<file path="src/rtl/mem_access_pkg.sv">
//------------------------------------------------------------------------------
// mem_access_pkg
// Shared request codes, controller state encoding and byte-lane helpers for
// the memory access controller.
// Rev 1.0 - initial release
//------------------------------------------------------------------------------
`default_nettype none

package mem_access_pkg;

    // Request operation codes
    localparam logic [1:0] OP_FETCH = 2'b00;
    localparam logic [1:0] OP_LOAD  = 2'b01;
    localparam logic [1:0] OP_STORE = 2'b10;
    localparam logic [1:0] OP_RSVD  = 2'b11;

    // Request size codes
    localparam logic [1:0] SZ_BYTE  = 2'b00;
    localparam logic [1:0] SZ_HALF  = 2'b01;
    localparam logic [1:0] SZ_WORD  = 2'b10;
    localparam logic [1:0] SZ_RSVD  = 2'b11;

    // Lane-enable patterns before shifting to the addressed position
    localparam logic [3:0] LANE_BYTE = 4'b0001;
    localparam logic [3:0] LANE_HALF = 4'b0011;
    localparam logic [3:0] LANE_WORD = 4'b1111;

    typedef enum logic [2:0] {
        ST_IDLE   = 3'd0,
        ST_RD     = 3'd1,
        ST_WR     = 3'd2,
        ST_RMW_RD = 3'd3,
        ST_RMW_WR = 3'd4,
        ST_RESP   = 3'd5
    } state_e;

    // Little-endian byte lanes touched by an access of the given size
    function automatic logic [3:0] lane_mask(input logic [1:0] size, input logic [1:0] addr_lo);
        logic [3:0] mask;
        case (size)
            SZ_BYTE: mask = LANE_BYTE << addr_lo;
            SZ_HALF: mask = LANE_HALF << {addr_lo[1], 1'b0};
            default: mask = LANE_WORD;
        endcase
        return mask;
    endfunction

endpackage

`default_nettype wire

</file>
<file path="src/rtl/byte_lane_unit.sv">
//------------------------------------------------------------------------------
// byte_lane_unit
// Combinational lane logic: extracts and extends load data from a memory word
// and merges right-aligned store data into a memory word.
// Rev 1.0 - initial release
//------------------------------------------------------------------------------
`default_nettype none

module byte_lane_unit
    import mem_access_pkg::*;
(
    input  logic [31:0] rdata_i,
    input  logic [1:0]  addr_lo_i,
    input  logic [1:0]  size_i,
    input  logic        signed_i,
    input  logic [31:0] wdata_i,
    output logic [31:0] load_o,
    output logic [31:0] merge_o
);

    logic [7:0]  w_byte;
    logic [15:0] w_half;
    logic [3:0]  w_mask;
    logic [31:0] w_wrep;

    // Select the addressed lane(s) and extend them to a full load result
    always_comb begin
        w_byte = rdata_i[{addr_lo_i, 3'b000} +: 8];
        w_half = rdata_i[{addr_lo_i[1], 4'b0000} +: 16];
        case (size_i)
            SZ_BYTE: load_o = {{24{signed_i & w_byte[7]}}, w_byte};
            SZ_HALF: load_o = {{16{signed_i & w_half[15]}}, w_half};
            default: load_o = rdata_i;
        endcase
    end

    // Replicate store data across the word, then keep it only in the enabled lanes
    always_comb begin
        w_mask = lane_mask(size_i, addr_lo_i);
        case (size_i)
            SZ_BYTE: w_wrep = {4{wdata_i[7:0]}};
            SZ_HALF: w_wrep = {2{wdata_i[15:0]}};
            default: w_wrep = wdata_i;
        endcase
        for (int k = 0; k < 4; k++) begin
            merge_o[8*k +: 8] = w_mask[k] ? w_wrep[8*k +: 8] : rdata_i[8*k +: 8];
        end
    end

endmodule

`default_nettype wire

</file>
<file path="src/rtl/mem_access_ctrl.sv">
//------------------------------------------------------------------------------
// mem_access_ctrl
// Single-request memory-side controller: validates fetch/load/store requests,
// sequences word-wide memory reads/writes (read-modify-write for sub-word
// stores) and captures fetched words into IR and loaded data into MDR.
// Rev 1.0 - initial release
//------------------------------------------------------------------------------
`default_nettype none

module mem_access_ctrl
    import mem_access_pkg::*;
#(
    parameter int unsigned MEM_BYTES = 1024
)(
    input  logic        clk,
    input  logic        reset,
    input  logic        req_valid,
    output logic        req_ready,
    input  logic [1:0]  req_op,
    input  logic [1:0]  req_size,
    input  logic        req_signed,
    input  logic [31:0] req_addr,
    input  logic [31:0] req_wdata,
    output logic        rsp_valid,
    output logic        rsp_err,
    output logic [31:0] instr,
    output logic [31:0] mdr,
    output logic [31:0] mem_address,
    output logic [31:0] mem_write_data,
    output logic        mem_read,
    output logic        mem_write,
    input  logic [31:0] mem_data
);

    localparam logic [31:0] C_MEM_LIMIT = 32'(MEM_BYTES);

    state_e      state_q;
    logic [1:0]  op_q;
    logic [1:0]  size_q;
    logic        signed_q;
    logic [31:0] addr_q;
    logic [31:0] wdata_q;
    logic        err_q;
    logic [31:0] merge_q;
    logic [31:0] instr_q;
    logic [31:0] mdr_q;

    logic        w_req_err;
    logic [31:0] w_load;
    logic [31:0] w_merge;

    // Classify the incoming request; only meaningful on the accept edge
    always_comb begin
        w_req_err = 1'b0;
        if (req_op == OP_RSVD || req_size == SZ_RSVD)           w_req_err = 1'b1;
        if (req_op == OP_FETCH && req_size != SZ_WORD)          w_req_err = 1'b1;
        if (req_size == SZ_HALF && req_addr[0])                 w_req_err = 1'b1;
        if (req_size == SZ_WORD && req_addr[1:0] != 2'b00)      w_req_err = 1'b1;
        if (req_addr >= C_MEM_LIMIT)                            w_req_err = 1'b1;
    end

    byte_lane_unit u_lanes (
        .rdata_i   (mem_data),
        .addr_lo_i (addr_q[1:0]),
        .size_i    (size_q),
        .signed_i  (signed_q),
        .wdata_i   (wdata_q),
        .load_o    (w_load),
        .merge_o   (w_merge)
    );

    // Request sequencer: latches the request on accept and walks the access states
    always_ff @(posedge clk) begin
        if (reset) begin
            state_q  <= ST_IDLE;
            op_q     <= OP_FETCH;
            size_q   <= SZ_WORD;
            signed_q <= 1'b0;
            addr_q   <= '0;
            wdata_q  <= '0;
            err_q    <= 1'b0;
            merge_q  <= '0;
            instr_q  <= '0;
            mdr_q    <= '0;
        end else begin
            case (state_q)
                ST_IDLE: begin
                    if (req_valid) begin
                        op_q     <= req_op;
                        size_q   <= req_size;
                        signed_q <= req_signed;
                        addr_q   <= req_addr;
                        wdata_q  <= req_wdata;
                        err_q    <= w_req_err;
                        if (w_req_err)
                            state_q <= ST_RESP;
                        else if (req_op == OP_STORE)
                            state_q <= (req_size == SZ_WORD) ? ST_WR : ST_RMW_RD;
                        else
                            state_q <= ST_RD;
                    end
                end
                ST_RD: begin
                    if (op_q == OP_FETCH) instr_q <= mem_data;
                    else                  mdr_q   <= w_load;
                    state_q <= ST_RESP;
                end
                ST_WR:     state_q <= ST_RESP;
                ST_RMW_RD: begin
                    merge_q <= w_merge;
                    state_q <= ST_RMW_WR;
                end
                ST_RMW_WR: state_q <= ST_RESP;
                ST_RESP:   state_q <= ST_IDLE;
                default:   state_q <= ST_IDLE;
            endcase
        end
    end

    // Memory strobes are qualified by reset so an aborted write never reaches memory
    assign req_ready      = (state_q == ST_IDLE);
    assign rsp_valid      = (state_q == ST_RESP);
    assign rsp_err        = (state_q == ST_RESP) & err_q;
    assign mem_read       = ~reset & ((state_q == ST_RD) | (state_q == ST_RMW_RD));
    assign mem_write      = ~reset & ((state_q == ST_WR) | (state_q == ST_RMW_WR));
    assign mem_address    = {addr_q[31:2], 2'b00};
    assign mem_write_data = (state_q == ST_RMW_WR) ? merge_q : wdata_q;
    assign instr          = instr_q;
    assign mdr            = mdr_q;

endmodule

`default_nettype wire
</file>
<file path="config.mk">
export PLATFORM = sky130hd
export DESIGN_NAME = mem_access_ctrl
export DESIGN_NICKNAME = d
export VERILOG_FILES = /design/src/rtl/mem_access_pkg.sv /design/src/rtl/byte_lane_unit.sv /design/src/rtl/mem_access_ctrl.sv
export SDC_FILE = /design/constraint.sdc
export NUM_CORES = 1
export LEC_CHECK = 0
export CAP_MARGIN = 25
export CORE_ASPECT_RATIO = 0.6
export CORE_MARGIN = 3
export CORE_UTILIZATION = 46
export DETAILED_ROUTE_END_ITERATION = 10
export GPL_TIMING_DRIVEN = 0
export PLACE_DENSITY_LB_ADDON = 0.25
export SLEW_MARGIN = 20
export SYNTH_ARGS = -nofsm -noshare
export SYNTH_HDL_FRONTEND = slang
export SYNTH_SLANG_ARGS = --single-unit
</file>
<file path="constraint.sdc">
create_clock -name clk -period 4.17 [get_ports clk]
set_input_delay 1.251 -clock clk [delete_from_list [all_inputs] [get_ports clk]]
set_output_delay 1.251 -clock clk [all_outputs]
set_load 0.05 [all_outputs]
</file>
==> reports/results.env, run 1 <==
OUTCOME='complete, no violations'
GRT_UTIL_MET2_PCT=41.8
CLKSLEWWORSTSETUPHOLDPATHS_NS=0.06
POSTROUTEWIRELENGTH_UM=28100
DRC_VIOLATIONS_LEFT=0
DRV_SLEW=0
DIE-AREA_UM2=18700
YS_SEQ_ELEMENTS=169
REQUIRED_NS=2.92
CP_LAUNCH_POINT='reset'
INITIAL_CORE_UTIL_PCT=47.6
LAYOUT.CORE_UTILIZATION_PCT=67.2
SYNTH_COMMON_CELLS='227 x sky130_fd_sc_hd__nand2_1, 169 x sky130_fd_sc_hd__dfxtp_1, 105 x sky130_fd_sc_hd__a21oi_1, 55 x sky130_fd_sc_hd__nor2_1, 52 x sky130_fd_sc_hd__mux2_2'
DRT.ANTENNA.VIOLATING_NETS=0
POST_CTS_SETUP_DRIVEN_BUFFER_INSERTION_COUNT=0
YOSYSWARNINGCOUNT=0
YS_TOP_CELLS_BY_AREA='sky130_fd_sc_hd__dfxtp_1 43%, sky130_fd_sc_hd__nand2_1 11%, sky130_fd_sc_hd__mux2_2 7.5%, sky130_fd_sc_hd__a21oi_1 6.7%, sky130_fd_sc_hd__mux2i_1 5.5%'
SETUP_VIOL=0
CLOCKROOTBUFFER='sky130_fd_sc_hd__clkbuf_16'
GLOBAL_ROUTE.OVERFLOW_TOTAL=0
FP.DIEW_UM=175
TOTALNEGATIVESETUPSLACK_NS=0
MAX-VDD-IR-DROP_uV=244
POWER_LEAKAGE_nW=4.56
SYNTH_CELL_TYPE_COUNT=53
CP_MAX_FANOUT=10
WIRE_LENGTH_OF_THE_FIRST_GLOBAL_ROUTING_PASS_UM=43000
REG2REG_DEPTH=6
FINALCLOCKSKEW_NS=0.0126
POWER_DENSITY_nW_PER_UM2=389
DRIVE_ABOVE_1_SHARE_PCT=14.2
RELSLEWSLACK_PCT=46.3
CP-ENDPOINT='mem_write'
NNETSFINAL=1285
CP-END-KIND='primary output'
WORST_MARGIN_SLEW_NS=0.800
VIAS_PER_CELL=5.47
RATIO_OF_FINAL_MINIMUM_PERIOD_TO_CLOCK_PERIOD_PCT=97.7
PLACE_HPWL_UM=21200
DIE_HEIGHT_UM=107
GRT_SETUP_UNREPAIRED='false'
STARTPOINT_TYPE='input pin'
WL_PER_CELL_UM=19.8
TIMING.HOLD.WORST.CLASS='reg2reg'
YOSYS_MOST_USED_DFF='sky130_fd_sc_hd__dfxtp_1'
REG2REG_TO='merge_q[28]$_SDFFE_PP0P_'
INSERTEDDIODECOUNT=0
CORE-AREA_UM2=16500
NETLIST.TOP_CELL.BY_AREA='sky130_fd_sc_hd__dfxtp_1'
GRT.BUSIEST_LAYER='met1'
FINALHOLDWORSTSLACK_NS=0.454
SYNTH_SEQ_AREA_SHARE_PCT=43.1
CTSHTREEMAXLEVEL=4
YOSYSTOPAREACELLSHARE_PCT=43.1
TRITONCTS='done'
DRV.MAX_CAP_VIOLATION_COUNT=0
ANTENNA_FOUND_INITIAL=0
MEAN_POST_SYNTH_CELL_AREA_UM2=8.46
CRITICALPATHCATEGORY='in2out'
IO_BUFFERS=233
YS_ASYNC_SR_FRACTION_PCT=0
ACHIEVABLE-FREQUENCY_MHz=245
FINALHOLDVIOLCOUNT=0
CLOCK_PATH_BUFFERS=2
CLKLATENCYLATEPIN_NS=0.42
GPL.FINAL_WEIGHTED_CONGESTION=0.922
GROUTE.USAGE.OVERALL_PCT=29.8
SYNTHMOSTINSTANTIATEDCELL='sky130_fd_sc_hd__nand2_1'
GRTUSAGEMET3_PCT=12.7
FIRST_GLOBAL_VIAS=7614
SYNTHESIS.INSTANCES=928
CRITICAL_PATH_ARRIVAL_NS=2.82
PERIOD_MINUS_SLACK_NS=4.08
FIRST_ITER_VIOLATIONS=807
TIMING.REG2REG.SETUP_SLACK_NS=2.23
SYN2LAYOUT_AREA_GROWTH_PCT=41.1
SYNTH_AREA_UM2=7860
CTS_NUM_SINKS=169
CORE.ROWCOUNT=36
GLOBAL_ROUTE.USAGE.MET1_PCT=41.9
LARGEST_NET_DEGREE_AT_THE_START_OF_GLOBAL_ROUTING=17
FILLCELLCOUNT=1428
FLOORPLAN.IO_PINS=237
CTS_BUFFERS=17
NUMBER_OF_ENABLE_FLIP_FLOP_CELLS_AFTER_SYNTHESIS=0
WORST_R2R_STARTPOINT='state_q[1]$_SDFFE_PP0P_'
VIA_COUNT=7776
DRT-PASS1-ITER-COUNT=6
## flip-flops by register name (all words and copies together), names as in the netlist
register,cells
state_q,3
size_q,2
merge_q,32
signed_q,1
instr,32
err_q,1
addr_q,32
mdr,32
op_q,2
wdata_q,32
## kinds of logic (layout without fill, tap and decap cells)
| family | Yosys count | after routing | share of synthesized area, % |
|---|---|---|---|
| flops | 169 | 169 | 43.1 |
| other cells | 1 | 2 | 0.0477 |
| xor+xnor | 1 | 1 | 0.112 |
| mux | 98 | 98 | 13.5 |
| simple gates | 335 | 335 | 18.0 |
| compound gates | 213 | 213 | 17.3 |
| buf+inv | 111 | 376 | 8.03 |
## layer usage
metal | wire length [µm] | vias to the layer above | part of all wire, %
met3 | 4040 | 42 | 14
met4 | 512 | 0 | 1.8
li1 | - | 3677 | -
met1 | 12100 | 3649 | 43
met5 | 0 | - | 0
met2 | 11400 | 408 | 41
## where the power goes
group	total, mW	switching (mW)	internal, mW
clock	1.53	0.717	0.815
combinational	1.03	0.635	0.393
sequential	1.75	0.0591	1.69
## area by class of cell
type	count	area, µm²	share of cell area, %
plain buffers	105	612	5.52
clock buffers	20	457	4.12
clock inverters	12	105	0.949
inverters	6	22.5	0.203
multi-input cells	649	3840	34.7
flip-flops and latches	169	3380	30.5
well taps	228	285	2.57
repair buffers	233	2370	21.4
## timing repair
item | CTS | global route
hold buffers | 0 | 0
gates resized for setup | 14 | 24
setup endpoints to repair | 11 | 22
## worst min-delay path by stage
stage | start | end | slack [ns] | depth (start not counted)
finish | op_q[0]$_SDFFE_PP0P_ | op_q[0]$_SDFFE_PP0P_ | 0.45 | 2
CTS | instr[16]$_SDFFE_PP0P_ | instr[16]$_SDFFE_PP0P_ | 0.46 | 2
global route | op_q[0]$_SDFFE_PP0P_ | op_q[0]$_SDFFE_PP0P_ | 0.47 | 2
global placement | instr[29]$_SDFFE_PP0P_ | instr[29]$_SDFFE_PP0P_ | 0.44 | 2
detailed placement | instr[16]$_SDFFE_PP0P_ | instr[16]$_SDFFE_PP0P_ | 0.45 | 2
floorplan | op_q[0]$_SDFFE_PP0P_ | op_q[0]$_SDFFE_PP0P_ | 0.44 | 2
## cells in the final DEF (no fill, tap or decap), drive strengths merged, types with 10 or more instances in the layout
cell	Yosys	layout
mux2i	43	43
dfxtp	169	169
a211oi	48	48
nand2b	17	17
buf	69	70
clkdlybuf4s50	0	201
o21ai	11	11
inv	6	13
dlymetal6s2s	0	21
dlygate4sd2	0	10
o22ai	17	17
mux2	54	54
nand2	227	227
nor2	57	57
a21oi	107	107
clkbuf	36	55
## critical path, cell delays in order
cell                            delay (ns)
sky130_fd_sc_hd__clkbuf_1             0.31
sky130_fd_sc_hd__buf_2                0.39
sky130_fd_sc_hd__clkbuf_2             0.34
sky130_fd_sc_hd__nor3_1               0.10
sky130_fd_sc_hd__dlygate4sd1_1        0.43
## through the flow
step	power (mW)	instance area (µm²)	worst slack (ns)	cells
floorplan	2.41	7860	0.0183	929
global placement	2.79	10500	-0.551	1390
detailed placement	2.80	10500	-0.601	1390
CTS	4.31	11000	0.000233	1422
global route	4.45	11100	0.0264	1422
finish	4.31	11100	0.0945	1422
(Power assumes the default switching activity.)
==> inputs of run 2 (changes only) <==
--- a/config.mk
+++ b/config.mk
@@ -12,7 +12,7 @@
 export DETAILED_ROUTE_END_ITERATION = 10
 export GPL_TIMING_DRIVEN = 0
 export PLACE_DENSITY_LB_ADDON = 0.25
-export SLEW_MARGIN = 20
+export SLEW_MARGIN = 40
 export SYNTH_ARGS = -nofsm -noshare
 export SYNTH_HDL_FRONTEND = slang
 export SYNTH_SLANG_ARGS = --single-unit
==> results of run 2 <==
No change in the layout: final DEF, timing and power equal those of run 1.
==> inputs of run 3 (changes only) <==
--- a/config.mk
+++ b/config.mk
@@ -10,8 +10,10 @@
 export CORE_MARGIN = 3
 export CORE_UTILIZATION = 46
 export DETAILED_ROUTE_END_ITERATION = 10
+export GPL_ROUTABILITY_DRIVEN = 0
 export GPL_TIMING_DRIVEN = 0
 export PLACE_DENSITY_LB_ADDON = 0.25
+export SKIP_CTS_REPAIR_TIMING = 1
 export SLEW_MARGIN = 40
 export SYNTH_ARGS = -nofsm -noshare
 export SYNTH_HDL_FRONTEND = slang
==> reports/results.env, run 3 (synthesized netlist as in run 1, its figures left out) <==
CLOCK_PATH_BUFFERS=2
POWER_LEAKAGE_nW=4.70
DRV_SLEW=0
NNETSFINAL=1285
WORST_MARGIN_SLEW_NS=0.796
DRC_VIOLATIONS_LEFT=0
RELSLEWSLACK_PCT=46.5
POSTROUTEWIRELENGTH_UM=28200
DIE-AREA_UM2=18700
ACHIEVABLE-FREQUENCY_MHz=251
LARGEST_NET_DEGREE_AT_THE_START_OF_GLOBAL_ROUTING=17
TOPROUTINGLAYERUSED='met4'
POWER.INTERNAL_mW=2.90
CP-END-KIND='primary output'
CTS_BUFFERS=17
FIRST_GLOBAL_VIAS=7610
GROUTE.USAGE.OVERALL_PCT=29.8
MET3ROUTEDLENGTH_UM=3780
SYN2LAYOUT_AREA_GROWTH_PCT=41.6
SWITCHING_POWER_mW=1.41
ANTENNA_FOUND_INITIAL=0
DRV.MAX_CAP_VIOLATION_COUNT=0
RATIO_OF_FINAL_MINIMUM_PERIOD_TO_CLOCK_PERIOD_PCT=95.6
DRIVE_ABOVE_1_SHARE_PCT=14.2
FINAL-SEQ-AREA_UM2=3380
FLOORPLAN.IO_PINS=237
VIA_COUNT=7835
SHARE_SEQ_OF_TOTAL_POWER_PCT=40.6
CLKSLEWWORSTSETUPHOLDPATHS_NS=0.06
TRITONCTS='done'
IO_BUFFERS=233
CRITICAL_PATH_ARRIVAL_NS=2.74
TIMING.HOLD.WORST.CLASS='reg2reg'
OUTCOME='complete, no violations'
FINAL-INSTANCE-COUNT-EXCL-FILL=1422
DRT.ANTENNA.VIOLATING_NETS=0
LAYOUT.CORE_UTILIZATION_PCT=67.5
CTS_NUM_SINKS=169
GLOBAL_ROUTE.OVERFLOW_TOTAL=0
INSERTEDDIODECOUNT=0
CP_MAX_FANOUT=10
LAYOUT_COMMONEST_CELL='sky130_fd_sc_hd__nand2_1'
POWER_FRAC_CLOCK_PCT=35.5
PLACE.DETAILED.INSTANCES=1390
CLOCKROOTBUFFER='sky130_fd_sc_hd__clkbuf_16'
FINALCLOCKSKEW_NS=0.0128
ROUTEDLENGTHMET1_UM=12500
CORE-AREA_UM2=16500
DRT-PASS1-ITER-COUNT=9
ROUTED-WL-MET2_UM=11400
WIRE_LENGTH_OF_THE_FIRST_GLOBAL_ROUTING_PASS_UM=43100
MULTI_INPUT_AREA_UM2=3840
PLACE_HPWL_UM=21200
CRITICALPATHCATEGORY='in2out'
FINALHOLDWORSTSLACK_NS=0.455
TOTALNEGATIVESETUPSLACK_NS=0
SETUP_VIOL=0
SWITCHING_SHARE_OF_POWER_PCT=32.8
DIE_HEIGHT_UM=107
FP.DIEW_UM=175
CLKLATENCYLATEPIN_NS=0.42
VIAS_PER_CELL=5.51
FIRST_ITER_VIOLATIONS=795
WL_PER_CELL_UM=19.8
MAX-VDD-IR-DROP_uV=244
INITIAL_CORE_UTIL_PCT=47.6
CORE.ROWCOUNT=36
LAYOUT.CELLS.MOST_COMMON_LIST='227 x sky130_fd_sc_hd__nand2_1, 201 x sky130_fd_sc_hd__clkdlybuf4s50_1, 169 x sky130_fd_sc_hd__dfxtp_1'
POWER_DENSITY_nW_PER_UM2=388
PERIOD_MINUS_SLACK_NS=3.99
COMB_POWER_SHARE_PCT=23.9
FILLCELLCOUNT=1422
GRT_SETUP_UNREPAIRED='false'
CTSHTREEMAXLEVEL=4
REQUIRED_NS=2.92
STARTPOINT_TYPE='input pin'
FINALHOLDVIOLCOUNT=0
-- run 3: changes by cell type in the layout (fill, tap and decap cells not counted) --
cell	previous run	this run
sky130_fd_sc_hd__dlygate4sd1_1	1	0
sky130_fd_sc_hd__dlygate4sd2_1	10	0
sky130_fd_sc_hd__dlymetal6s2s_1	21	32
-- run 3: critical path: stages --
cell                             delay [ns]
sky130_fd_sc_hd__clkbuf_1              0.20
sky130_fd_sc_hd__buf_2                 0.29
sky130_fd_sc_hd__clkbuf_2              0.26
sky130_fd_sc_hd__nor3_1                0.25
sky130_fd_sc_hd__dlymetal6s2s_1        0.48
-- run 3: through the flow --
stage	area [µm²]	setup slack [ns]	total power, mW
floorplan	7860	0.0183	2.41
global placement	10500	-0.551	2.79
detailed placement	10500	-0.601	2.80
CTS	11000	-0.614	4.31
global route	11100	0.119	4.46
finish	11100	0.182	4.32
-- run 3: layer usage --
metal,vias to the layer above,GRT usage (%)
li1,3678,-
met1,3686,42.2
met2,421,41.7
met3,50,12.5
met4,0,7.51
met5,-,0
-- run 3: worst paths after layout --
check	to	cells after the start	start	slack (ns)
worst max register to register	merge_q[28]$_SDFFE_PP0P_	6	state_q[1]$_SDFFE_PP0P_	2.25
worst min-delay path	op_q[0]$_SDFFE_PP0P_	2	op_q[0]$_SDFFE_PP0P_	0.45
worst min register to register	op_q[0]$_SDFFE_PP0P_	2	op_q[0]$_SDFFE_PP0P_	0.45
worst max-delay path	mem_write	5	reset	0.18
-- run 3: layout make-up --
cell class | instances | share of cell area (%)
sequential | 169 | 30.4
multi-input combinational | 649 | 34.6
inverter | 6 | 0.202
buffer | 105 | 5.50
clock buffer | 20 | 4.11
tap | 228 | 2.56
clock inverter | 12 | 0.945
timing repair buffer | 233 | 21.7
-- run 3: power by group through the flow --
stage / clock network (mW) / logic [mW] / registers [mW]
global placement: 0 / 1.01 / 1.78
global route: 1.61 / 1.09 / 1.76
floorplan: 0 / 0.520 / 1.89
detailed placement: 0 / 1.02 / 1.78
finish: 1.53 / 1.03 / 1.75
CTS: 1.54 / 1.02 / 1.75
